--- src/rtl/raizing_pkg.sv ---
// Shared definitions for the 93C46 serial EEPROM: geometry, FSM states,
// opcode and extended-command encodings.
package raizing_pkg;

  localparam int EE_WORDS = 64;
  localparam int EE_AW    = 6;
  localparam int EE_DW    = 16;

  localparam logic [EE_DW-1:0] ERASE_WORD = 16'hFFFF;

  typedef enum logic [2:0] {
    ST_IDLE,
    ST_OPCODE,
    ST_ADDR,
    ST_READ,
    ST_WDATA,
    ST_PROG,
    ST_DONE
  } ee_state_t;

  // Two opcode bits following the start bit
  typedef enum logic [1:0] {
    OP_EXT   = 2'b00,
    OP_WRITE = 2'b01,
    OP_READ  = 2'b10,
    OP_ERASE = 2'b11
  } ee_op_t;

  // Address bits [5:4] select the variant of opcode 00
  typedef enum logic [1:0] {
    EXT_EWDS = 2'b00,
    EXT_WRAL = 2'b01,
    EXT_ERAL = 2'b10,
    EXT_EWEN = 2'b11
  } ee_ext_t;

  // Array operation pending execution when chip select falls in DONE
  typedef enum logic [2:0] {
    CMD_NONE,
    CMD_WRITE,
    CMD_ERASE,
    CMD_ERAL,
    CMD_WRAL
  } ee_cmd_t;

  function automatic logic is_bulk(input ee_cmd_t c);
    return (c == CMD_ERAL) || (c == CMD_WRAL);
  endfunction

endpackage

--- src/rtl/raizing_eeprom_ram.sv ---
// 64x16 dual-port storage array. Port A is the serial command side, port B
// the host save/load side. Both ports read synchronously; a host write that
// collides with a serial write to the same word is dropped.
module raizing_eeprom_ram
  import raizing_pkg::*;
#(
  parameter logic [EE_DW-1:0] INIT_FILL = 16'hFFFF
) (
  input  logic             clk,
  input  logic             rst_n,
  input  logic [EE_AW-1:0] a_addr,
  input  logic [EE_DW-1:0] a_din,
  input  logic             a_we,
  output logic [EE_DW-1:0] a_dout,
  input  logic [EE_AW-1:0] b_addr,
  input  logic [EE_DW-1:0] b_din,
  input  logic             b_we,
  output logic [EE_DW-1:0] b_dout
);

  // Contents survive reset; only the power-up fill sets them initially.
  logic [EE_DW-1:0] mem [EE_WORDS] = '{default: INIT_FILL};

  logic b_blocked;
  assign b_blocked = a_we && (a_addr == b_addr);

  // Array writes: serial side always, host side unless it hits the same word
  always_ff @(posedge clk) begin
    if (a_we) begin
      mem[a_addr] <= a_din;
    end
    if (b_we && !b_blocked) begin
      mem[b_addr] <= b_din;
    end
  end

  // Registered read ports; read-during-write returns the old word
  always_ff @(posedge clk) begin
    if (!rst_n) begin
      a_dout <= '0;
      b_dout <= '0;
    end else begin
      a_dout <= mem[a_addr];
      b_dout <= mem[b_addr];
    end
  end

endmodule

--- src/rtl/raizing_eeprom_93c46.sv ---
// 93C46-compatible serial EEPROM (x16 organisation) as wired to the 68K I/O
// latch, with a host-side port for NVRAM save/load.
module raizing_eeprom_93c46
  import raizing_pkg::*;
#(
  parameter int               WR_BUSY   = 64,
  parameter logic [EE_DW-1:0] INIT_FILL = 16'hFFFF
) (
  input  logic             CLK,
  input  logic             RESET_N,
  input  logic             SCS,
  input  logic             SCLK,
  input  logic             SDI,
  output logic             SDO,
  input  logic [EE_AW-1:0] DUMP_ADDR,
  input  logic [EE_DW-1:0] DUMP_DIN,
  input  logic             DUMP_WE,
  output logic [EE_DW-1:0] DUMP_DOUT,
  output logic             BUSY
);

  // Bulk writes need one cycle per word, so they never finish before 64.
  localparam int          BULK_CYCLES = (WR_BUSY > EE_WORDS) ? WR_BUSY : EE_WORDS;
  localparam logic [15:0] PROG_LAST   = 16'(WR_BUSY - 1);
  localparam logic [15:0] BULK_LAST   = 16'(BULK_CYCLES - 1);

  ee_state_t        state, state_n;
  ee_op_t           op, op_n;
  ee_cmd_t          cmd, cmd_n;
  logic [EE_AW-1:0] addr, addr_n;
  logic [EE_DW-1:0] data, data_n;
  logic [EE_DW-1:0] rd_sh, rd_sh_n;
  logic [3:0]       cnt, cnt_n;
  logic [15:0]      prog_cnt, prog_n;
  logic             wen, wen_n;
  logic             rd_bit, rd_bit_n;
  logic             load_pend, load_n;
  logic             sclk_q;
  logic             sclk_rise;

  logic [EE_AW-1:0] a_addr;
  logic [EE_DW-1:0] a_din;
  logic [EE_DW-1:0] a_dout;
  logic             a_we;

  raizing_eeprom_ram #(
    .INIT_FILL (INIT_FILL)
  ) u_ram (
    .clk    (CLK),
    .rst_n  (RESET_N),
    .a_addr (a_addr),
    .a_din  (a_din),
    .a_we   (a_we),
    .a_dout (a_dout),
    .b_addr (DUMP_ADDR),
    .b_din  (DUMP_DIN),
    .b_we   (DUMP_WE),
    .b_dout (DUMP_DOUT)
  );

  assign sclk_rise = SCLK && !sclk_q;
  assign BUSY      = (state == ST_PROG);

  // Ready/busy and read data share the SDO pin; deselected reads as 1.
  assign SDO = !SCS ? 1'b1 :
               BUSY ? 1'b0 :
               (state == ST_READ) ? rd_bit : 1'b1;

  // State register plus all command datapath registers
  always_ff @(posedge CLK) begin
    if (!RESET_N) begin
      state     <= ST_IDLE;
      op        <= OP_EXT;
      cmd       <= CMD_NONE;
      addr      <= '0;
      data      <= '0;
      rd_sh     <= '0;
      cnt       <= '0;
      prog_cnt  <= '0;
      wen       <= 1'b0;
      rd_bit    <= 1'b0;
      load_pend <= 1'b0;
      sclk_q    <= 1'b0;
    end else begin
      state     <= state_n;
      op        <= op_n;
      cmd       <= cmd_n;
      addr      <= addr_n;
      data      <= data_n;
      rd_sh     <= rd_sh_n;
      cnt       <= cnt_n;
      prog_cnt  <= prog_n;
      wen       <= wen_n;
      rd_bit    <= rd_bit_n;
      load_pend <= load_n;
      sclk_q    <= SCLK;
    end
  end

  // Next-state, serial shifting and port-A array access
  always_comb begin
    state_n  = state;
    op_n     = op;
    cmd_n    = cmd;
    addr_n   = addr;
    data_n   = data;
    rd_sh_n  = rd_sh;
    cnt_n    = cnt;
    prog_n   = prog_cnt;
    wen_n    = wen;
    rd_bit_n = rd_bit;
    load_n   = 1'b0;
    a_addr   = addr;
    a_din    = data;
    a_we     = 1'b0;

    // A read issued last cycle has its word on a_dout now; SCLK edges are
    // at least two cycles apart so it is loaded before the next shift.
    if (load_pend) begin
      rd_sh_n = a_dout;
    end

    case (state)
      ST_IDLE: begin
        if (SCS && sclk_rise && SDI) begin
          state_n = ST_OPCODE;
          cnt_n   = '0;
        end
      end

      ST_OPCODE: begin
        if (!SCS) begin
          state_n = ST_IDLE;
        end else if (sclk_rise) begin
          op_n  = ee_op_t'({op[0], SDI});
          cnt_n = cnt + 4'd1;
          if (cnt == 4'd1) begin
            state_n = ST_ADDR;
            cnt_n   = '0;
          end
        end
      end

      ST_ADDR: begin
        if (!SCS) begin
          state_n = ST_IDLE;
        end else if (sclk_rise) begin
          addr_n = {addr[EE_AW-2:0], SDI};
          cnt_n  = cnt + 4'd1;
          if (cnt == 4'd5) begin
            cnt_n = '0;
            case (op)
              OP_READ: begin
                state_n  = ST_READ;
                rd_bit_n = 1'b0;
                a_addr   = addr_n;
                load_n   = 1'b1;
              end
              OP_WRITE: begin
                cmd_n   = CMD_WRITE;
                state_n = ST_WDATA;
              end
              OP_ERASE: begin
                cmd_n   = CMD_ERASE;
                state_n = ST_DONE;
              end
              default: begin
                case (ee_ext_t'(addr_n[EE_AW-1:EE_AW-2]))
                  EXT_EWEN: begin
                    wen_n   = 1'b1;
                    cmd_n   = CMD_NONE;
                    state_n = ST_DONE;
                  end
                  EXT_EWDS: begin
                    wen_n   = 1'b0;
                    cmd_n   = CMD_NONE;
                    state_n = ST_DONE;
                  end
                  EXT_ERAL: begin
                    cmd_n   = CMD_ERAL;
                    state_n = ST_DONE;
                  end
                  default: begin
                    cmd_n   = CMD_WRAL;
                    state_n = ST_WDATA;
                  end
                endcase
              end
            endcase
          end
        end
      end

      ST_READ: begin
        if (!SCS) begin
          state_n = ST_IDLE;
        end else if (sclk_rise) begin
          rd_bit_n = rd_sh[EE_DW-1];
          rd_sh_n  = {rd_sh[EE_DW-2:0], 1'b0};
          cnt_n    = cnt + 4'd1;
          if (cnt == 4'd15) begin
            // Sequential read: fetch the next word, wrapping 63 -> 0
            cnt_n  = '0;
            addr_n = addr + 6'd1;
            a_addr = addr_n;
            load_n = 1'b1;
          end
        end
      end

      ST_WDATA: begin
        if (!SCS) begin
          state_n = ST_IDLE;
        end else if (sclk_rise) begin
          data_n = {data[EE_DW-2:0], SDI};
          cnt_n  = cnt + 4'd1;
          if (cnt == 4'd15) begin
            cnt_n   = '0;
            state_n = ST_DONE;
          end
        end
      end

      ST_DONE: begin
        if (!SCS) begin
          if (wen && (cmd != CMD_NONE)) begin
            state_n = ST_PROG;
            prog_n  = '0;
            case (cmd)
              CMD_WRITE: begin
                a_we  = 1'b1;
                a_din = data;
              end
              CMD_ERASE: begin
                a_we  = 1'b1;
                a_din = ERASE_WORD;
              end
              CMD_ERAL: data_n = ERASE_WORD;
              default: ;
            endcase
          end else begin
            state_n = ST_IDLE;
          end
        end
      end

      ST_PROG: begin
        prog_n = prog_cnt + 16'd1;
        if (is_bulk(cmd) && (prog_cnt < 16'(EE_WORDS))) begin
          a_we   = 1'b1;
          a_addr = prog_cnt[EE_AW-1:0];
          a_din  = data;
        end
        if (prog_cnt == (is_bulk(cmd) ? BULK_LAST : PROG_LAST)) begin
          state_n = ST_IDLE;
          prog_n  = '0;
        end
      end

      default: state_n = ST_IDLE;
    endcase
  end

endmodule

--- config.mk ---
export PLATFORM = sky130hd
export DESIGN_NAME = raizing_eeprom_93c46
export DESIGN_NICKNAME = d
export VERILOG_FILES = /design/src/rtl/raizing_pkg.sv /design/src/rtl/raizing_eeprom_ram.sv /design/src/rtl/raizing_eeprom_93c46.sv
export SDC_FILE = /design/constraint.sdc
export NUM_CORES = 2
export LEC_CHECK = 0
export ABC_AREA = 1
export CAP_MARGIN = 20
export CORE_ASPECT_RATIO = 1.2
export CORE_MARGIN = 3
export CORE_UTILIZATION = 30
export CTS_CLUSTER_SIZE = 16
export DETAILED_ROUTE_END_ITERATION = 12
export PLACE_DENSITY = 0.43
export SLEW_MARGIN = 20
export SYNTH_ARGS = -nofsm -noshare
export SYNTH_HDL_FRONTEND = slang
export SYNTH_SLANG_ARGS = --single-unit
--- constraint.sdc ---
create_clock -name CLK -period 4.6 [get_ports CLK]
set_clock_uncertainty 0.05 [all_clocks]
set_input_delay 1.15 -clock CLK [delete_from_list [all_inputs] [get_ports CLK]]
set_output_delay 1.15 -clock CLK [all_outputs]
set_load 0.05 [all_outputs]
After elaboration in Yosys (flattened, before gate mapping)
Memories as Yosys holds them, arrays and structs flattened. A register that Yosys moved wholly into a read port is not among the register bits. Cells that the tools add are included. W data, S select, Z words.

Bits in registers: 70. Logic and storage cells: 185. RAM bits: 1024. Output and inout port bits: 18. Input bits: 28. Memories kept: 1.

Mux-type cells: 88. Bitwise logic cells: 2. Equality and inequality tests: 44. Order comparisons: 1. Reduce and logical (&&, ||, !) cells: 34. Add/subtract/negate cells: 3.

Memory list: u_ram.mem (words 64, width 16, rd ports 2, clocked after Yosys merged registers in 2, wr ports 2, line raizing_eeprom_ram.sv:22) `logic [EE_DW-1:0] mem [EE_WORDS] = '{default: INIT_FILL};`.

Operator list (count): $mux W16 (16); $pmux W16 S2 (2); $mux W6 (10); $mux W3 (14); $mux W4 (10); $ne A2 B2 Y1 const B (15); $mux W1 (24); $pmux W3 S7 (1); $ne A3 B3 Y1 const B (6); $pmux W3 S3 (2); $pmux W6 S3 (1); $add A16 B1 Y16 const B (1); $eq A16 B6 Y1 const B (1); $lt A16 B7 Y1 const B (1); $pmux W4 S4 (1); $eq A3 B2 Y1 const B (4); $eq A3 B3 Y1 const B (4); $pmux W6 S2 (1); $reduce_and A6 Y1 (2); $reduce_and A10 Y1 (1); $reduce_and A3 Y1 (3); $eq A2 B2 Y1 const B (4); $pmux W1 S2 (4); $reduce_and A8 Y1 (1); 24 further kinds (43).

Longest topological paths before layout
Depth in word-level cells: 12. Depth in mapped cells: 24. Depth with buffers taken out: 22.

Hierarchy
Synthesis repeated with hierarchy kept, for this count alone.

Cell total of the unflattened synthesis: 11197. Area, all modules: 75662.6 um^2.

Modules (own cells, without submodules): raizing_eeprom_ram (area each 71544.9 um^2, times used 1, sequential area each 31390.1 um^2, cells each 10575); raizing_eeprom_93c46 (area each 4117.7 um^2, times used 1, sequential area each 1401.3 um^2, cells each 622).

Worst setup path after synthesis
No wires, ideal clock.

Path kind: in2reg. Start: input SCLK. End: memory u_ram.mem[52][0] (enable). Setup slack: 0.145 ns. Library setup time: 0.411 ns. Buffers on the path: 3. Stages: 15. Required time: 4.139 ns. Arrival: 3.994 ns. Path through: nand3_2 buf_4 inv_2 nand2_2 o21ai_1 o21ai_1 inv_2 nand2_2 nor2_4 inv_2 buf_2 nor3_2 buf_2 inv_1 o21ai_0.

RTL lines: from (decl) (line raizing_eeprom_93c46.sv:12) `input logic SCLK,`; to (decl) (line raizing_eeprom_ram.sv:22).

Worst setup path in the final report
Start: input SCLK. End: register u_ram.a_dout[7] (read register of u_ram.mem).

Longest elaborated chain between the ends: 4. Elaborated cells on any way between the ends: 6. Classes of those cells: 5 x mux; 1 x reduce/logical.

RTL lines: $logic_and A1 B1 Y1 (*) (line raizing_eeprom_93c46.sv:61) `assign sclk_rise = SCLK && !sclk_q;`; $mux W6, on equally long branches (line raizing_eeprom_93c46.sv:197, raizing_eeprom_93c46.sv:147); $mux W6, on equally long branches; $pmux W6 S3 (*) (line raizing_eeprom_93c46.sv:123) `case (state)`; to (decl) (line raizing_eeprom_ram.sv:14) `output logic [EE_DW-1:0] a_dout,`.

Mark *: on every way between the ends. The rest lies on a longest branch, timed or not. A chain may end at the register's enable or synchronous reset.

==> results.cfg <==
[final_layout]
final_cell_mix = nand2_1, nand4_1, edfxtp_1
multiInputGateArea_um2 = 33990
seq_area_um2 = 32790
final_common_cell = nand2_1
fillers = 24450
fin_nets = 9891
final-instance-count-excl-fill = 13142
drive_gt1_share_pct = 15.13
design_area_um2 = 87960
syn_to_final_growth_pct = 21.80

[clock_tree]
clock-sinks = 1126
cts_tree = yes
htree_num_levels = 4
numCtsBuffers = 149
clock_path_buffers = 4
post_cts_buffers = 0
clk_latency_ns = 0.86
cts.clk_slew.worst_paths_ns = 0.06
cts_root_buffer = clkbuf_16

[timing]
worst_pin_slew_ns = 1.223
finalCritPeriodShare_pct = 97.92
tns_ns = 0
rsz0062_at_grt = no
max_slew_margin_pct = 18.48
hold_violations = 0
layout_min_cycle_time_ns = 4.504
slew_violations = 0
setup_violations = 0
max_freq_mhz = 222.0

[hold_path]
hold_path.class = register to register

[logic_synthesis]
ys.flop_type = edfxtp_1
ys_ff_latch = 1126
yosysSeqAreaShare_pct = 45.41
yosys_warnings = 0
synth_fp_nets = 9564
synth.cell_area_um2 = 72220
ys_async_sr_fraction_pct = 0
yosysUniqueCellTypes = 51
postSynthAreaPerCell_um2 = 7.580
synth_edf_count = 1024
postSynthCellCount = 9527

[die]
die_x_um = 453.9
dieArea_um2 = 246700
die_h_um = 543.5
core_um2 = 238600
start_util_pct = 30.27
pin_count = 46
num_rows = 196

[route]
wl_per_cell_um = 30.61
first_pass_iters = 7
drt-initial-drc-count = 9968
viasPerCell = 5.811
wl_mm = 402.3
antenna_left = 0
vias = 76371
drcViolationCount = 0

[place]
port_buffers = 45
place.gp.congestion = 0.9600
dpl-instance-area_um2 = 83240
dp.final_hpwl_mm = 270.5
place_inst = 12871

[power]
intPower_mw = 22.36
p_leak_nw = 38.02
ir_worst_vdd_mv = 0.3903
pwr-share-comb_pct = 36.8
p_total_mw = 36.84
power_switching_mw = 14.49
switching_share_pct = 39.32
power_frac_seq_pct = 31.1
pwr-share-clk_pct = 32.1
p_per_area_nw_per_um2 = 418.9

[global_routing]
overflow = 0
grt_max_degree = 104
grt_pass1_wl_mm = 558.9
antenna_found_initial = 14
grt_pass1_vias = 71585
grt_util_all_layers_pct = 31.53

[critical_path]
startpoint_type = input pin
path_class = input pin to register
cp_max_fo = 13
crit_required_ns = 5.28
worstSetupEndpointType = register
worstPathArrival_ns = 5.18

[job]
cap_violations = 0

[run_status]
outcome = complete, no violations
-- cell type report --
cell class / count / share of cell area (%)
clock inverter: 87 / 0.9061
multi-input combinational: 7182 / 38.64
antenna: 8 / 0.02276
timing repair buffer: 1105 / 12.93
sequential: 1126 / 37.28
clock buffer: 176 / 4.435
tap: 3168 / 4.506
inverter: 290 / 1.286
-- stage by stage --
step	utilization, %	hold WS (ns)	worst slack (ns)
floorplan	-	0.3745	0.1448
global placement	34.89	0.3846	-0.6230
detailed placement	34.89	0.3911	-0.6254
CTS	36.85	0.3929	0.2209
global route	36.86	0.4161	0.006318
finish	36.86	0.3915	0.09565
-- routing by layer --
metal | GRT usage (%) | wire length [µm]
met4 | 20.91 | 31000
met5 | 0 | 0
met3 | 4.490 | 31810
met2 | 50.35 | 182900
met1 | 39.62 | 156600
-- cell families (layout without fill, tap and decap cells) --
kind of cell             after synthesis  after routing  synth area share [%]
XOR/XNOR                               1              1               0.01213
other                                  0              8                     0
buffers and inverters               1219           1658                 8.219
flip-flops                          1126           1126                 45.41
AND/OR/NAND/NOR                     6324           6324                 38.43
multiplexers                           1              1               0.01386
AO/OA/AOI/OAI                        847            847                 7.760
adder cells (fa/ha/maj)                9              9                0.1559
-- flip-flops by register name, indices dropped and copies added, names as in the netlist, 3 cells and up --
signal and flops:
cmd 3, addr 6, rd_sh 16, data 16
u_ram.b_dout 16, prog_cnt 16, u_ram.mem 1024, cnt 4
state 3, u_ram.a_dout 16
-- power groups by stage --
stage	clock network, mW	registers (mW)	logic [mW]
2_1_floorplan	0	11.7	6.50
3_3_place_gp	0	11.7	13.2
3_5_place_dp	0	11.7	13.2
4_1_cts	12.0	11.5	13.3
5_1_grt	12.3	11.5	14.3
6_report	11.8	11.5	13.6
-- synth_stat cells (2+ instances only) --
library cell,count,share of area [%]
nand2_1,4467,23
nand4_1,1133,9.8
edfxtp_1,1024,43
clkbuf_1,488,2.5
nor2_1,309,1.6
o21ai_0,299,2.1
nand3_1,298,2.1
inv_1,263,1.4
a221oi_1,156,1.9
buf_2,150,1.0
a22oi_1,139,1.4
buf_6,134,2.1
buf_1,118,0.61
dfxtp_1,102,2.8
o21ai_1,63,0.44
a21oi_1,48,0.33
buf_4,37,0.38
a22o_1,36,0.44
nand3_2,34,0.47
nand3_4,34,0.82
o2bb2ai_1,32,0.39
inv_2,24,0.12
nor3_1,24,0.17
a31oi_1,19,0.16
a211oi_1,13,0.14
o2111ai_1,11,0.13
o22ai_1,11,0.095
ha_1,9,0.16
nand2_2,7,0.061
o211ai_1,6,0.062
nor3_2,5,0.069
nor4_1,4,0.035
clkinv_1,3,0.016
nor2_4,3,0.047
o21a_1,3,0.031
o41ai_1,3,0.036
a41oi_1,2,0.024
and3_1,2,0.017
nor2_2,2,0.017
-- what timing repair did --
item / CTS / global route
endpoints found under the hold margin: 0 / 0
gates resized for setup: 0 / 1
setup endpoints to repair: 0 / 1
hold buffers: 0 / 0
-- final timing paths --
kind / startpoint / slack (ns) / cells past startpoint / to
max: SCLK / 0.1 / 22 / u_ram.a_dout[7]$_SDFF_PN0_
min: rd_sh[5]$_SDFF_PN0_ / 0.39 / 2 / rd_sh[6]$_SDFF_PN0_
max reg2reg: cnt[0]$_SDFFE_PN0P_ / 0.42 / 22 / u_ram.a_dout[7]$_SDFF_PN0_
min reg2reg: rd_sh[5]$_SDFF_PN0_ / 0.39 / 2 / rd_sh[6]$_SDFF_PN0_
-- critical path, stage by stage --
cell and delay, ns:
clkdlybuf4s50_1 0.53, nand3_2 0.28, nor2_4 0.23, nand2_1 0.08, nand3_1 0.12, nand2_1 0.07
nor2_1 0.24, nand2_4 0.12, nand2_8 0.20, buf_12 0.22, buf_12 0.15, buf_4 0.15
o21ai_0 0.08, nand2_1 0.06, nand2_1 0.12, o21ai_0 0.64, nand2_1 0.25, nor2_1 0.15
buf_4 0.12, nand3_1 0.06, nand2_1 0.08, inv_1 0.05
Power figures use the tool's default switching activity.
